==> src/rtl/fx2_ep_scheduler.sv <==
// Round-robin arbiter for the FX2 slave-FIFO bus across EP2/EP4/EP6/EP8 datapaths.
// Latency: address registered one cycle after selection, grant SETTLE_CYCLES later; all outputs registered.
// Backpressure: a burst closes when the granted endpoint loses eligibility or MAX_BURST bytes have moved.
module fx2_ep_scheduler #(
    parameter int MAX_BURST     = 64,
    parameter int SETTLE_CYCLES = 2,
    parameter int TURN_CYCLES   = 1
) (
    input  logic       clk,
    input  logic       reset,
    input  logic       usb_ep2_empty,
    input  logic       usb_ep4_empty,
    input  logic       usb_ep6_full,
    input  logic       usb_ep8_full,
    input  logic [3:0] ep_ready,
    input  logic       xfer,
    output logic [1:0] usb_addr,
    output logic       grant_valid,
    output logic [1:0] grant_ep,
    output logic       bus_drive,
    output logic [7:0] byte_count,
    output logic       usb_pktend,
    output logic       burst_end
);

    localparam logic [7:0] MAX_B    = 8'(MAX_BURST);
    localparam logic [2:0] SETTLE_C = 3'(SETTLE_CYCLES);
    localparam logic [2:0] TURN_C   = 3'(TURN_CYCLES);

    typedef enum logic [1:0] {IDLE, SETTLE, ACTIVE, TURN} state_t;

    state_t     state, state_nx;
    logic [2:0] cnt, cnt_nx;
    logic [1:0] last, last_nx;
    logic [3:0] elig;
    logic [1:0] winner;
    logic [8:0] count_sum;
    logic [7:0] count_sat;
    logic       end_cond;
    logic       src_done;

    logic [1:0] addr_nx, gep_nx;
    logic [7:0] bc_nx;
    logic       gv_nx, bd_nx, pkt_nx, be_nx;

    assign elig[0] = !usb_ep2_empty & ep_ready[0];
    assign elig[1] = !usb_ep4_empty & ep_ready[1];
    assign elig[2] = !usb_ep6_full  & ep_ready[2];
    assign elig[3] = !usb_ep8_full  & ep_ready[3];

    // Round-robin pick: first eligible index after the last granted one.
    always_comb begin
        winner = last;
        for (int i = 4; i >= 1; i--) begin
            if (elig[last + 2'(i)]) winner = last + 2'(i);
        end
    end

    // Byte accounting for the granted burst; the count can never pass MAX_BURST.
    always_comb begin
        count_sum = {1'b0, byte_count} + 9'(xfer);
        count_sat = (count_sum >= 9'(MAX_BURST)) ? MAX_B : count_sum[7:0];
        end_cond  = (count_sum == 9'(MAX_BURST)) || !elig[grant_ep];
        // Source ran dry (not the FX2 buffer filling up) on an IN endpoint.
        src_done  = grant_ep[1] && !ep_ready[grant_ep]
                    && !(grant_ep[0] ? usb_ep8_full : usb_ep6_full);
    end

    // Next-state and next-output logic.
    always_comb begin
        state_nx = state;
        cnt_nx   = cnt;
        last_nx  = last;
        addr_nx  = usb_addr;
        gep_nx   = grant_ep;
        bc_nx    = byte_count;
        gv_nx    = 1'b0;
        bd_nx    = 1'b0;
        pkt_nx   = 1'b0;
        be_nx    = 1'b0;
        case (state)
            IDLE: begin
                if (|elig) begin
                    state_nx = SETTLE;
                    addr_nx  = winner;
                    gep_nx   = winner;
                    bc_nx    = 8'd0;
                    cnt_nx   = SETTLE_C;
                end
            end
            SETTLE: begin
                if (cnt <= 3'd1) begin
                    if (elig[grant_ep]) begin
                        state_nx = ACTIVE;
                        gv_nx    = 1'b1;
                        bd_nx    = grant_ep[1];
                    end else begin
                        // Winner vanished before the grant: skip it without a burst_end.
                        state_nx = TURN;
                        cnt_nx   = TURN_C;
                        last_nx  = grant_ep;
                    end
                end else begin
                    cnt_nx = cnt - 3'd1;
                end
            end
            ACTIVE: begin
                bc_nx = count_sat;
                if (end_cond) begin
                    state_nx = TURN;
                    cnt_nx   = TURN_C;
                    last_nx  = grant_ep;
                    be_nx    = 1'b1;
                    pkt_nx   = src_done && (count_sat != 8'd0) && (count_sat < MAX_B);
                end else begin
                    gv_nx = 1'b1;
                    bd_nx = grant_ep[1];
                end
            end
            TURN: begin
                if (cnt <= 3'd1) begin
                    state_nx = IDLE;
                end else begin
                    cnt_nx = cnt - 3'd1;
                end
            end
            default: state_nx = IDLE;
        endcase
    end

    // State and registered outputs; reset aborts any burst silently.
    always_ff @(posedge clk) begin
        if (reset) begin
            state       <= IDLE;
            cnt         <= 3'd0;
            last        <= 2'd3;
            usb_addr    <= 2'd0;
            grant_ep    <= 2'd0;
            grant_valid <= 1'b0;
            bus_drive   <= 1'b0;
            byte_count  <= 8'd0;
            usb_pktend  <= 1'b0;
            burst_end   <= 1'b0;
        end else begin
            state       <= state_nx;
            cnt         <= cnt_nx;
            last        <= last_nx;
            usb_addr    <= addr_nx;
            grant_ep    <= gep_nx;
            grant_valid <= gv_nx;
            bus_drive   <= bd_nx;
            byte_count  <= bc_nx;
            usb_pktend  <= pkt_nx;
            burst_end   <= be_nx;
        end
    end

endmodule
==> config.mk <==
export PLATFORM = sky130hd
export DESIGN_NAME = fx2_ep_scheduler
export DESIGN_NICKNAME = d
export VERILOG_FILES = /design/src/rtl/fx2_ep_scheduler.sv
export SDC_FILE = /design/constraint.sdc
export NUM_CORES = 1
export LEC_CHECK = 0
export ABC_AREA = 1
export CAP_MARGIN = 20
export CORE_ASPECT_RATIO = 2
export CORE_MARGIN = 1.5
export CORE_UTILIZATION = 52
export CTS_CLUSTER_DIAMETER = 120
export DETAILED_ROUTE_END_ITERATION = 8
export PLACE_DENSITY = 0.89
export SLEW_MARGIN = 20
export SYNTH_ARGS = -nofsm -noshare
export SYNTH_HDL_FRONTEND = slang
export SYNTH_SLANG_ARGS = --single-unit
export TNS_END_PERCENT = 20
==> constraint.sdc <==
create_clock -name clk -period 2.5 [get_ports clk]
set_clock_uncertainty 0.1 [all_clocks]
set_input_delay 0.5 -clock clk [delete_from_list [all_inputs] [get_ports clk]]
set_output_delay 0.5 -clock clk [all_outputs]
set_load 0.1 [all_outputs]
==> results.yml <==
placed_design:
  dp.cells: 293
  portBuffers: 26
  gp_congestion: 0.924
  dpl-instance-area_um2: 1760
  hpwl_mm: 2.94
synth:
  synthFlopType: "dfxtp_1"
  netlist_area_um2: 1500
  netlist_instances: 239
  yosysSeqAreaShare: 0.280
  synth_top_area_frac: 0.280
  synth_top_area_cell: "dfxtp_1"
  synth_cell_type_count: 28
  ys_ff_latch: 21
  synth_commonest_cells: "nand2_1, inv_1, dfxtp_1"
  synth_nets: 258
  synthAdderAreaFrac: 0.0667
  synth-compound-area-share: 0.130
  ys_async_sr_fraction: 0
  synthTopCellsByArea: "dfxtp_1, nand2_1, inv_1, ha_1, nand3_1"
  syn_avg_cell_area_um2: 6.28
  yosys.cell_count.top_type: "nand2_1"
  synth_edf_count: 0
  synth_top_family_by_area: "simple AND/OR/NAND/NOR gates"
  synth-simple-area-share: 0.380
  synth_warnings: 0
  synthMuxAreaShare: 0
  synth-xor-area-share: 0.0175
global_routing:
  grt_pass1_vias: 1426
  grt_overflow_total: 0
  antenna_found_initial: 0
  grt_max_degree: 14
  grt_pass1_wl_mm: 5.58
  groute.usage.overall: 0.245
timing:
  fmax_ghz: 0.434
  setup_viol: 0
  period_share: 0.921
  final_hold_viol_count: 0
  fin_tns_setup_ps: 0
  finalMaxSlewViolations: 0
  period_minus_slack_ps: 2300
  worst_pin_slew_ps: 356
  rsz0062_at_grt: "no"
  slew_headroom: 0.762
cells_and_area:
  drive_gt1_frac: 0.138
  finalInstanceArea_um2: 1810
  final_core_util: 0.661
  n_antenna_cell: 0
  nFillCells: 250
  final_nets: 288
  syn_to_final_growth_pct: 20.4
  final_cells: 297
route:
  met3_length_um: 128
  wl_mm: 3.67
  dr.max_layer_used: "met4"
  wl_met1_mm: 1.28
  drc: 0
  drt_iter0_markers: 77
  viasPerCell: 5.35
  vias: 1588
  firstDrtPassIters: 4
  wl_per_cell_um: 12.3
  dr_wl_met2_mm: 2.19
  antenna_left: 0
run_status:
  outcome: "finished clean"
cts:
  clock_latency_ps: 260
  cts_buffers: 3
  tritoncts: "built"
  cts.htree.levels: 1
  clkSinkCount: 21
  cts.clk_slew.worst_paths_ps: 80
  clockBufferDepth: 2
  clock-root-buffer: "clkbuf_8"
pwr:
  vdd_drop_max_mv: 1.02
  power_density_nw_per_um2: 977
  finalPower_mw: 1.77
  p_leak_nw: 0.909
floorplanning:
  initial_core_util: 0.549
  rows: 27
  die_w_um: 41.0
  die_y_um: 79.0
  io_pins: 27
  die-area_um2: 3240
  coreArea_um2: 2740
setup_path:
  worstSetupPathType: "input pin to flip-flop"
  crit_chain: "clkdlybuf4s50_1, ha_2, ha_1, nand2_1, o21ai_0, nand2_1, nor2_2, nand3_2, nand3_4, nand2_2, nand2_1, nand3_1"
  arrival_ps: 2350
  crit_path_end_kind: "flip-flop"
  crit_path_start_kind: "input pin"
  cp.required_ps: 2540
  cpPeakStageDelay_ps: 460
  crit_path_frequent_cell: "nand2_1"
  cp_max_fo: 9
  cp_slowest_cell: "clkdlybuf4s50_1"
job:
  cap_viol_max_count: 0
min_path:
  hold_class: "flip-flop to flip-flop"
-- cell usage in the layout (no fill, tap or decap), types with 2 or more instances in the layout --
| master | count |
|---|---|
| o21ai_0 | 10 |
| xor2_1 | 3 |
| o22ai_1 | 3 |
| buf_4 | 19 |
| nor2_1 | 19 |
| dfxtp_1 | 20 |
| inv_1 | 43 |
| nand2_1 | 70 |
| nand2_2 | 3 |
| ha_1 | 7 |
| nand3_1 | 18 |
| clkbuf_8 | 3 |
| a21oi_1 | 15 |
| nand3b_1 | 2 |
| nand3_4 | 2 |
| clkdlybuf4s50_1 | 10 |
| o21bai_1 | 2 |
| nand4_1 | 4 |
| nor2_2 | 3 |
-- metal layers --
layer	up-vias	global-route usage
li1	815	-
met1	722	0.207
met2	45	0.480
met3	6	0.0307
met4	0	0.107
met5	-	0
-- critical path, delay by kind of cell --
kind / cells / cell delay (ps)
simple gates: 8 / 860
fa+ha+maj: 2 / 350
compound gates: 1 / 170
buf+inv: 1 / 460
-- layout make-up --
type	instances	area, um^2	area share
clock buffer	4	45.0	0.0249
inverter	44	165	0.0913
multi-input combinational	170	897	0.496
sequential	21	422	0.233
tap	29	36.3	0.0201
timing repair buffer	29	243	0.134
-- worst paths after layout --
| kind | from | depth (start not counted) | slack [ps] | to |
|---|---|---|---|---|
| min | byte_count[0] | 2 | 390 | byte_count[0] |
| min reg2reg | byte_count[0] | 2 | 390 | byte_count[0] |
| max | xfer | 12 | 200 | last[1] |
| max reg2reg | byte_count[0] | 12 | 530 | last[1] |
-- sequential cells by signal (all words and copies together) (netlist names) --
name         flops
state            2
last             2
cnt              3
byte_count       8
burst_end        1
usb_pktend       1
grant_ep         2
bus_drive        1
grant_valid      1
-- power breakdown --
part	internal, mW	switching (mW)
sequential	0.400	0.0758
clock	0.114	0.112
combinational	0.328	0.738
-- cells by family after synthesis --
family | after synthesis
simple gates | 125
buf+inv | 48
compound gates | 34
flops | 21
fa+ha+maj | 8
xor+xnor | 3
-- timing repair --
item	4_1_cts	5_1_grt
hold buffers	0	0
gates resized for setup	0	2
setup endpoints to repair	0	9
buffers inserted	0	0
-- stage by stage --
step,worst slack (ps),hold slack (ps)
2_1_floorplan,61.8,373
3_3_place_gp,-25.6,372
3_5_place_dp,-101,379
4_1_cts,165,391
5_1_grt,8.88,405
6_report,198,386
(Power assumes the default switching activity.)
